### src/rtl/wb_stream_writer.sv
// wb_stream_writer
//   Collects words from a valid/ready stream into a FIFO and writes them to
//   memory over a Wishbone master port as incrementing bursts. A Wishbone
//   config slave holds the transfer parameters and reports status.
//
// Ports
//   wb_clk_i, wb_rst_ni    clock, asynchronous active-low reset
//   wbs_*                  config slave. Registers by wbs_adr_i[4:2]:
//                            0 CTRL/STATUS (W: bit0 start, bit1 clear irq/err;
//                              R: {err, irq, busy})
//                            1 start_adr, 2 buf_size (bytes),
//                            3 burst_size (words), 4 tx_cnt (bytes, RO)
//   wbm_*                  memory master, write-only incrementing bursts
//   stream_s_*             stream sink feeding the FIFO
//   irq_o                  completion interrupt, level, held until cleared
//
// Build option
//   WB_STREAM_WRITER_ERR_EN  when defined, wbm_err_i during a burst aborts the
//                            transfer and sets err; otherwise wbm_err_i is
//                            ignored and STATUS bit2 reads 0.
//
// WB_AW is assumed not to exceed WB_DW (start_adr is written as a data word).
module wb_stream_writer #(
  parameter int WB_AW   = 32,
  parameter int WB_DW   = 32,
  parameter int FIFO_AW = 6
) (
  input  logic                 wb_clk_i,
  input  logic                 wb_rst_ni,
  input  logic [4:0]           wbs_adr_i,
  input  logic [WB_DW-1:0]     wbs_dat_i,
  input  logic [WB_DW/8-1:0]   wbs_sel_i,
  input  logic                 wbs_we_i,
  input  logic                 wbs_cyc_i,
  input  logic                 wbs_stb_i,
  input  logic [2:0]           wbs_cti_i,
  input  logic [1:0]           wbs_bte_i,
  output logic [WB_DW-1:0]     wbs_dat_o,
  output logic                 wbs_ack_o,
  output logic                 wbs_err_o,
  output logic [WB_AW-1:0]     wbm_adr_o,
  output logic [WB_DW-1:0]     wbm_dat_o,
  output logic [WB_DW/8-1:0]   wbm_sel_o,
  output logic                 wbm_we_o,
  output logic                 wbm_cyc_o,
  output logic                 wbm_stb_o,
  output logic [2:0]           wbm_cti_o,
  output logic [1:0]           wbm_bte_o,
  input  logic                 wbm_ack_i,
  input  logic                 wbm_err_i,
  input  logic [WB_DW-1:0]     wbm_dat_i,
  input  logic [WB_DW-1:0]     stream_s_data_i,
  input  logic                 stream_s_valid_i,
  output logic                 stream_s_ready_o,
  output logic                 irq_o
);

  localparam int DEPTH = 1 << FIFO_AW;
  localparam int LW    = FIFO_AW + 1;

  typedef enum logic [1:0] {S_IDLE, S_WAIT, S_BURST, S_DONE} state_t;

  state_t           r_state;
  logic             r_ack, r_busy, r_irq, r_err;
  logic [WB_DW-1:0] r_start_adr, r_buf_size, r_burst_size, r_tx_cnt, r_xfer_len;
  logic [WB_AW-1:0] r_xfer_adr, r_m_adr;
  logic [LW-1:0]    r_xfer_burst, r_beats_left;
  logic             r_cyc, r_stb, r_we;
  logic [2:0]       r_cti;
  logic [WB_DW-1:0] r_mem [DEPTH];
  logic [LW-1:0]    r_wr_ptr, r_rd_ptr;

  logic             w_wr, w_ctrl_wr, w_start, w_full, w_push, w_pop, w_flush, w_err_hit;
  logic [2:0]       w_reg;
  logic [LW-1:0]    w_level, w_beats, w_burst_clamp;
  logic [WB_DW-1:0] w_remain_words;
  logic             w_unused;

  assign w_reg     = wbs_adr_i[4:2];
  // Only the first cycle of an access (before ack) counts as the write.
  assign w_wr      = wbs_cyc_i & wbs_stb_i & wbs_we_i & ~r_ack;
  assign w_ctrl_wr = w_wr & (w_reg == 3'd0);
  assign w_start   = w_ctrl_wr & wbs_dat_i[0] & ~r_busy;

  assign w_level          = r_wr_ptr - r_rd_ptr;
  assign w_full           = (w_level == LW'(DEPTH));
  assign stream_s_ready_o = r_busy & ~w_full;
  assign w_push           = stream_s_valid_i & stream_s_ready_o;

`ifdef WB_STREAM_WRITER_ERR_EN
  assign w_err_hit = (r_state == S_BURST) & wbm_err_i;
`else
  assign w_err_hit = 1'b0;
`endif

  assign w_pop   = (r_state == S_BURST) & wbm_ack_i & ~w_err_hit;
  assign w_flush = w_start | w_err_hit;

  // Burst length register: 0 means single beat, never more than the FIFO holds.
  always_comb begin
    w_burst_clamp = r_burst_size[LW-1:0];
    if (r_burst_size == '0)
      w_burst_clamp = LW'(1);
    else if (r_burst_size > WB_DW'(DEPTH))
      w_burst_clamp = LW'(DEPTH);
  end

  // Next burst is the latched burst length, shortened to what is left.
  assign w_remain_words = (r_xfer_len - r_tx_cnt) >> 2;
  assign w_beats = (w_remain_words < WB_DW'(r_xfer_burst)) ? w_remain_words[LW-1:0]
                                                            : r_xfer_burst;

  always_comb begin
    wbs_dat_o = '0;
    case (w_reg)
      3'd0:    wbs_dat_o = {{(WB_DW-3){1'b0}}, r_err, r_irq, r_busy};
      3'd1:    wbs_dat_o = r_start_adr;
      3'd2:    wbs_dat_o = r_buf_size;
      3'd3:    wbs_dat_o = r_burst_size;
      3'd4:    wbs_dat_o = r_tx_cnt;
      default: wbs_dat_o = '0;
    endcase
  end

  // FIFO storage: data only, the pointers carry all state.
  always_ff @(posedge wb_clk_i) begin
    if (w_push) r_mem[r_wr_ptr[FIFO_AW-1:0]] <= stream_s_data_i;
  end

  assign wbm_dat_o = r_mem[r_rd_ptr[FIFO_AW-1:0]];

  always_ff @(posedge wb_clk_i or negedge wb_rst_ni) begin
    if (!wb_rst_ni) begin
      r_wr_ptr <= '0;
      r_rd_ptr <= '0;
    end else if (w_flush) begin
      r_wr_ptr <= '0;
      r_rd_ptr <= '0;
    end else begin
      if (w_push) r_wr_ptr <= r_wr_ptr + LW'(1);
      if (w_pop)  r_rd_ptr <= r_rd_ptr + LW'(1);
    end
  end

  // Config registers and master FSM.
  always_ff @(posedge wb_clk_i or negedge wb_rst_ni) begin
    if (!wb_rst_ni) begin
      r_state      <= S_IDLE;
      r_ack        <= 1'b0;
      r_busy       <= 1'b0;
      r_irq        <= 1'b0;
      r_err        <= 1'b0;
      r_start_adr  <= '0;
      r_buf_size   <= '0;
      r_burst_size <= '0;
      r_tx_cnt     <= '0;
      r_xfer_adr   <= '0;
      r_xfer_len   <= '0;
      r_xfer_burst <= '0;
      r_beats_left <= '0;
      r_m_adr      <= '0;
      r_cyc        <= 1'b0;
      r_stb        <= 1'b0;
      r_we         <= 1'b0;
      r_cti        <= 3'b000;
    end else begin
      r_ack <= wbs_cyc_i & wbs_stb_i & ~r_ack;
      if (w_wr) begin
        case (w_reg)
          3'd1:    r_start_adr  <= wbs_dat_i;
          3'd2:    r_buf_size   <= wbs_dat_i;
          3'd3:    r_burst_size <= wbs_dat_i;
          default: ;
        endcase
      end
      // Clear comes before any set below, so DONE/err in the same cycle wins.
      if (w_ctrl_wr && wbs_dat_i[1]) begin
        r_irq <= 1'b0;
        r_err <= 1'b0;
      end
      case (r_state)
        S_IDLE: begin
          if (w_start) begin
            r_busy       <= 1'b1;
            r_tx_cnt     <= '0;
            r_xfer_adr   <= WB_AW'(r_start_adr);
            r_xfer_len   <= {r_buf_size[WB_DW-1:2], 2'b00};
            r_xfer_burst <= w_burst_clamp;
            r_state      <= S_WAIT;
          end
        end
        S_WAIT: begin
          if (r_tx_cnt >= r_xfer_len) begin
            r_state <= S_DONE;
          end else if (w_level >= w_beats) begin
            r_cyc        <= 1'b1;
            r_stb        <= 1'b1;
            r_we         <= 1'b1;
            r_m_adr      <= r_xfer_adr + WB_AW'(r_tx_cnt);
            r_cti        <= (w_beats == LW'(1)) ? 3'b111 : 3'b010;
            r_beats_left <= w_beats;
            r_state      <= S_BURST;
          end
        end
        S_BURST: begin
          if (w_err_hit) begin
            r_cyc   <= 1'b0;
            r_stb   <= 1'b0;
            r_we    <= 1'b0;
            r_cti   <= 3'b000;
            r_err   <= 1'b1;
            r_irq   <= 1'b1;
            r_busy  <= 1'b0;
            r_state <= S_IDLE;
          end else if (w_pop) begin
            r_tx_cnt     <= r_tx_cnt + WB_DW'(4);
            r_m_adr      <= r_m_adr + WB_AW'(4);
            r_beats_left <= r_beats_left - LW'(1);
            if (r_beats_left == LW'(1)) begin
              r_cyc   <= 1'b0;
              r_stb   <= 1'b0;
              r_we    <= 1'b0;
              r_cti   <= 3'b000;
              r_state <= S_WAIT;
            end else if (r_beats_left == LW'(2)) begin
              r_cti <= 3'b111;
            end
          end
        end
        S_DONE: begin
          r_busy  <= 1'b0;
          r_irq   <= 1'b1;
          r_state <= S_IDLE;
        end
        default: r_state <= S_IDLE;
      endcase
    end
  end

  assign wbs_ack_o = r_ack;
  assign wbs_err_o = 1'b0;
  assign wbm_adr_o = r_m_adr;
  assign wbm_sel_o = '1;
  assign wbm_we_o  = r_we;
  assign wbm_cyc_o = r_cyc;
  assign wbm_stb_o = r_stb;
  assign wbm_cti_o = r_cti;
  assign wbm_bte_o = 2'b00;
  assign irq_o     = r_irq;

  assign w_unused = ^{wbs_sel_i, wbs_cti_i, wbs_bte_i, wbs_adr_i[1:0], wbm_dat_i, wbm_err_i};

endmodule

### config.mk
export PLATFORM = sky130hd
export DESIGN_NAME = wb_stream_writer
export DESIGN_NICKNAME = d
export VERILOG_FILES = /design/src/rtl/wb_stream_writer.sv
export SDC_FILE = /design/constraint.sdc
export NUM_CORES = 2
export LEC_CHECK = 0
export CAP_MARGIN = 5
export CORE_ASPECT_RATIO = 0.75
export CORE_MARGIN = 1.5
export CORE_UTILIZATION = 55
export CTS_BUF_LIST = sky130_fd_sc_hd__clkbuf_4 sky130_fd_sc_hd__clkbuf_8 sky130_fd_sc_hd__clkbuf_16
export CTS_CLUSTER_DIAMETER = 100
export CTS_CLUSTER_SIZE = 16
export DETAILED_ROUTE_END_ITERATION = 10
export HOLD_SLACK_MARGIN = 0.1
export PLACE_DENSITY = 0.76
export SLEW_MARGIN = 20
export SYNTH_ARGS = -nofsm -noshare
export SYNTH_HDL_FRONTEND = slang
export SYNTH_SLANG_ARGS = --single-unit
export TNS_END_PERCENT = 100
### constraint.sdc
create_clock -name wb_clk_i -period 6.35 [get_ports wb_clk_i]
set_clock_uncertainty 0.2 [all_clocks]
set_input_delay 1.27 -clock wb_clk_i [delete_from_list [all_inputs] [get_ports wb_clk_i]]
set_output_delay 1.27 -clock wb_clk_i [all_outputs]
set_load 0.02 [all_outputs]
# --- Word level (Yosys, flattened, before mapping) ---
# Memory sizes are Yosys's and may differ from the RTL's.
# Cells that the tools add are included.
totals:
  mem_count: 1
  ram_bits: 2048
  regBits: 259
mem_list:
  columns: ["name", "depth", "width", "read_ports", "rd_ports_with_merged_regs", "wr", "line", "rtl"]
  rows:
  - ["r_mem", 64, 32, 1, 0, 1, "70", "logic [WB_DW-1:0] r_mem [DEPTH];"]
classes:
  eq_ne: 18
  mux: 43
  order_cmp: 4
  n_reduce_logical: 20
  addsub: 8
  bitwise: 13
ops:
  columns: ["operator", "n"]
  rows:
  - ["$mux W32", 5]
  - ["$pmux W32 S5", 1]
  - ["$pmux W32 S2", 2]
  - ["$mux W7", 10]
  - ["$add A32 B3 Y32 const B", 2]
  - ["$add A32 B32 Y32", 1]
  - ["$ge A32 B32 Y1", 1]
  - ["$gt A32 B7 Y1 const B", 1]
  - ["$logic_not A32 Y1", 1]
  - ["$sub A32 B32 Y32", 1]
  - ["$lt A30 B7 Y1", 1]
  - ["$mux W3", 6]
  - ["$add A7 B1 Y7 const B", 2]
  - ["$eq A7 B1 Y1 const B", 2]
  - ["$pmux W7 S2", 1]
  - ["$reduce_bool A2 Y1", 6]
  - ["$and A1 B1 Y1", 10]
  - ["$mux W2", 5]
  - ["$reduce_and A2 Y1", 5]
  - ["$reduce_and A5 Y1", 2]
  - ["$mux W1", 9]
  - ["$ne A2 B2 Y1 const B", 4]
  - ["$pmux W2 S4", 1]
  - ["$reduce_and A4 Y1", 2]
  - ["other kinds (20)", 25]

# --- Logic depth before layout (Yosys ltp) ---
logic_depth:
  depth_word: 8
  ltp_mapped: 30

# --- Worst setup path before layout ---
# No wires, ideal clock.
synth_timing:
  path_type: "register -> register"
  start: "reg r_tx_cnt[4]"
  end: "reg r_m_adr[11] (netlist: wbm_adr_o[11])"
  t_arrival_ps: 5878
  period_less_slack_ps: 6213
  path_stages_with_launch: 29
  path_slack_ps: 137
  path_cell_list: "dfrtp_1 > inv_1 > ha_1 > nand2_1 > o31ai_1 > a21o_1 > a21oi_1 > xnor2_1 > ha_1 > a2111oi_0 > o2111ai_1 > nor4_1 > nand4_1 > nor4b_1 > nand4_1 > or3_2 > o31ai_1 > ha_1 > nand2b_1 > a21oi_1 > nor2b_1 > o21ai_0 > o2bb2ai_1 > o21ai_0 > and2_1 > buf_2 > nor2_1 > clkbuf_1 > o21ai_0"
synth_via:
  elab_chain_len: 6
  word_cells_on_any_way: 12
synth_lines:
  columns: ["element", "line", "rtl"]
  rows:
  - ["start, declared", "65", "logic [WB_DW-1:0] r_start_adr, r_buf_size, r_burst_size, r_tx_cnt, r_xfer_len;"]
  - ["start signal, assigned", "216", "r_tx_cnt <= r_tx_cnt + WB_DW'(4);"]
  - ["$sub A32 B32 Y32", "109", "assign w_remain_words = (r_xfer_len - r_tx_cnt) >> 2;"]
  - ["$lt A30 B7 Y1", "110", "assign w_beats = (w_remain_words < WB_DW'(r_xfer_burst)) ? w_remain_words[LW-1:0]"]
  - ["$mux W7", "110", null]
  - ["$ge A7 B7 Y1", "195", "end else if (w_level >= w_beats) begin"]
  - ["$ne A2 B2 Y1 (no source line)", null, null]
  - ["$reduce_and A4 Y1 (no source line)", null, null]
  - ["end signal, assigned", "199", "r_m_adr <= r_xfer_adr + WB_AW'(r_tx_cnt);"]
  - ["end signal, assigned", "217", "r_m_adr <= r_m_adr + WB_AW'(4);"]
  - ["end, declared", "66", "logic [WB_AW-1:0] r_xfer_adr, r_m_adr;"]
# Parallel ways exist; a longest one is shown, timed or not. The select of a mux whose other input is x is not followed.
# A chain may end at the register's enable or synchronous reset.

# --- Worst setup path after layout ---
layout_timing:
  start: "reg r_rd_ptr[0]"
  end: "out wbm_dat_o[4]"
layout_via:
  elab_chain_len: 1
layout_lines:
  columns: ["element", "line", "rtl"]
  rows:
  - ["start, declared", "71", "logic [LW-1:0] r_wr_ptr, r_rd_ptr;"]
  - ["start signal, assigned", "141", "if (w_pop) r_rd_ptr <= r_rd_ptr + LW'(1);"]
  - ["$mem_v2 Z64 W32", null, null]
  - ["end, declared", "42", "output logic [WB_DW-1:0] wbm_dat_o,"]
# Every way passes these cells.

==> summary.txt <==
cell row count: 130
final worst path period need: 6.194 ns
CTS clk-pin slew, worst paths: 0.07 ns
CP Data Required Time: 4.88 ns
crit path kind: flop to output pin
Yosys Warn Count: 0
chip height: 359.6 um
Worst-Skew Late Latency: 0.82 ns
WP data arrival: 4.72 ns
DR vias: 49,283
max-cap violations: 0
drt drc: 0
EDFF count, synth: 2,048
Setup TNS: 0 ns
Area growth, synth to finish: 11.10%
post-synth cell types: 84
CTS Hold Bufs: 0
first-pass GRT wire length: 350,500 um
fin util: 61.71%
run status: completed
Hold WC Path Type: flop to flop
DIE WIDTH: 478.4 um
Cell Area, Synth: 0.09324 mm2
total track usage: 28.81%
Crit. End Element: output pin
Initial Utilization: 55.55%
post-synthesis sequential area ratio: 72.82%
final setup violation count: 0
Final Hold Vio Count: 0
core box area: 0.1679 mm2
GP Congestion: 0.9542
syn_area_per_cell: 19.80 um2
Routed wire per std cell: 33.99 um
Tcrit/Tclk final: 97.55%
hpwl dp: 142,900 um
number of global-route vias before repair: 48,572
CTS H-tree lvls: 4
Fillers: 11,351
Post-synth top cells: edfxtp_1, mux4_2, nand2_1, dfrtp_1, nor2_1
routed vias/inst: 6.773
CTS max path bufs: 3
Tot Pwr: 40.44 mW
nets@finish: 5,190
clock tree sinks: 2,304
drt first pass iters: 6
total CTS buffers: 162
count leader, synth: edfxtp_1
synthesized instance count: 4,709
Post-DRT Antenna Nets: 0
CTS root buf: clkbuf_16
Max Fclk: 161.4 MHz
Synth area leaders: edfxtp_1, mux4_2, dfrtp_1, nand2_1, mux2_2
Ports: 230
Lkg Pwr: 34.12 nW
Max VDD drop: 0.4106 mV
worst slew pin tran: 1.127 ns
fin. max-slew vios: 0
CTS tree: done
FF+latch count, synth: 2,304
ys flop type: edfxtp_1
CP Max Fanout: 42
initial antenna violation count: 29
layout cells sized above 1: 25.84%
DR iter-0 viols: 7,368
share of the synthesized area in the top cell type: 65.95%
die area: 0.1720 mm2
slew margin rel.: 24.88%
grt total ovfl: 0
CP startpoint kind: flop
largest net degree at the start of global routing: 158
leading area contributor after synthesis: edfxtp_1
Total Wirelength: 247,300 um
number of buffer cells added on primary ports: 178
asr flop ratio synth: 11.11%
P per Cell Area: 390.4 mW/mm2
worst paths after layout:
| kind | start | cells past startpoint | slack (ns) | endpoint |
|---|---|---|---|---|
| hold reg to reg | wbs_ack_o | 1 | 0.25 | wbs_ack_o |
| hold / removal | wbs_ack_o | 1 | 0.25 | wbs_ack_o |
| setup reg to reg | r_xfer_len[5] | 29 | 0.16 | wbm_adr_o[31] |
| max in group asynchronous | wb_rst_ni | 2 | 4.24 | r_burst_size[25] |
| setup / recovery | r_rd_ptr[0] | 6 | 0.16 | wbm_dat_o[4] |
| min in group asynchronous | wb_rst_ni | 1 | 0.32 | wbm_adr_o[31] |
power breakdown:
group	switching [mW]	internal [mW]
registers	0.405	16.8
clock network	4.92	4.73
logic	7.38	6.18
layout by cell type (no fill, tap or decap), drive strengths merged, types with 7 or more instances in the layout:
master / synthesis / final
and2: 11 / 11
inv: 71 / 78
nand2: 324 / 324
conb: 2 / 7
nand2b: 10 / 10
or2: 9 / 9
nor4: 14 / 14
a21oi: 97 / 97
o31ai: 7 / 7
xnor2: 55 / 55
o21ai: 82 / 82
a211oi: 8 / 8
and4: 9 / 9
nor2: 188 / 188
diode: 0 / 16
ha: 86 / 86
mux4: 672 / 672
or3: 11 / 11
buf: 92 / 217
a22oi: 67 / 67
nand3: 44 / 44
o22ai: 11 / 11
and3: 12 / 12
a21o: 30 / 30
nor3: 32 / 32
edfxtp: 2048 / 2048
xor2: 26 / 26
clkbuf: 163 / 181
a31oi: 15 / 15
clkdlybuf4s50: 0 / 145
nand4: 33 / 33
nor2b: 11 / 11
mux2: 97 / 97
mux2i: 13 / 13
or4: 8 / 8
dfrtp: 256 / 256
timing repair:
action	CTS	global route
resized for setup	4	19
setup buffers	0	2
pin swaps	0	6
setup endpoints to repair	20	44
sequential cells by signal, indices dropped and copies added, names as in the netlist, 2 cells and up:
register / cells
r_beats_left: 7
r_buf_size: 32
r_burst_size: 32
r_mem: 2048
r_rd_ptr: 7
r_start_adr: 32
r_state: 2
r_tx_cnt: 30
r_wr_ptr: 7
r_xfer_adr: 32
r_xfer_burst: 7
r_xfer_len: 30
wbm_adr_o: 32
wbm_cti_o: 2
layer usage:
layer / GRT usage (%) / vias up / share of wire (%)
met5: 0 / - / 0.023
met4: 8.540 / 10 / 3.0
met3: 12.39 / 359 / 15
met2: 40.58 / 3328 / 44
met1: 41.12 / 25913 / 38
li1: - / 19673 / -
final cells by class:
cell class              count  area [um2]  area share, %
diodes                     16       40.04        0.03865
clock buffers             181        4249          4.102
clock inverters            14       167.7         0.1618
inverters                  72       277.8         0.2681
multi-input cells        2083       24680          23.83
flip-flops and latches   2304       67920          65.56
well taps                2244        2808          2.710
repair buffers            362        3452          3.332
per-stage QoR:
stage / std cells / hold WS, ns / cell area (um2) / setup slack, ns
after global routing: 7271 / 0.2777 / 103600 / -0.1140
final: 7276 / 0.2528 / 103600 / 0.1556
after detailed placement: 7062 / 0.2398 / 98910 / -0.03383
after global placement: 7062 / 0.2280 / 98910 / 0.1233
after floorplan: 4714 / 0.2386 / 93260 / 0.1375
after CTS: 7257 / 0.2506 / 103300 / 0.005504
critical path, stage by stage (launching register included):
cell and delay, ns:
dfrtp_4 0.51, buf_12 0.33, buf_4 0.64, mux4_2 0.61, mux4_2 0.57, mux4_2 0.55, clkdlybuf4s50_1 0.58
cell families after synthesis:
family | synth area share (%)
other | 0.008054
adders and majority gates | 1.175
xor gates and xnor gates | 0.7608
buffers and inverters | 1.371
AOI/OAI and AO/OA | 2.690
muxes | 17.54
DFF | 72.82
and+or+nand+nor | 3.627
No activity file was read; power rests on OpenSTA's default activity.
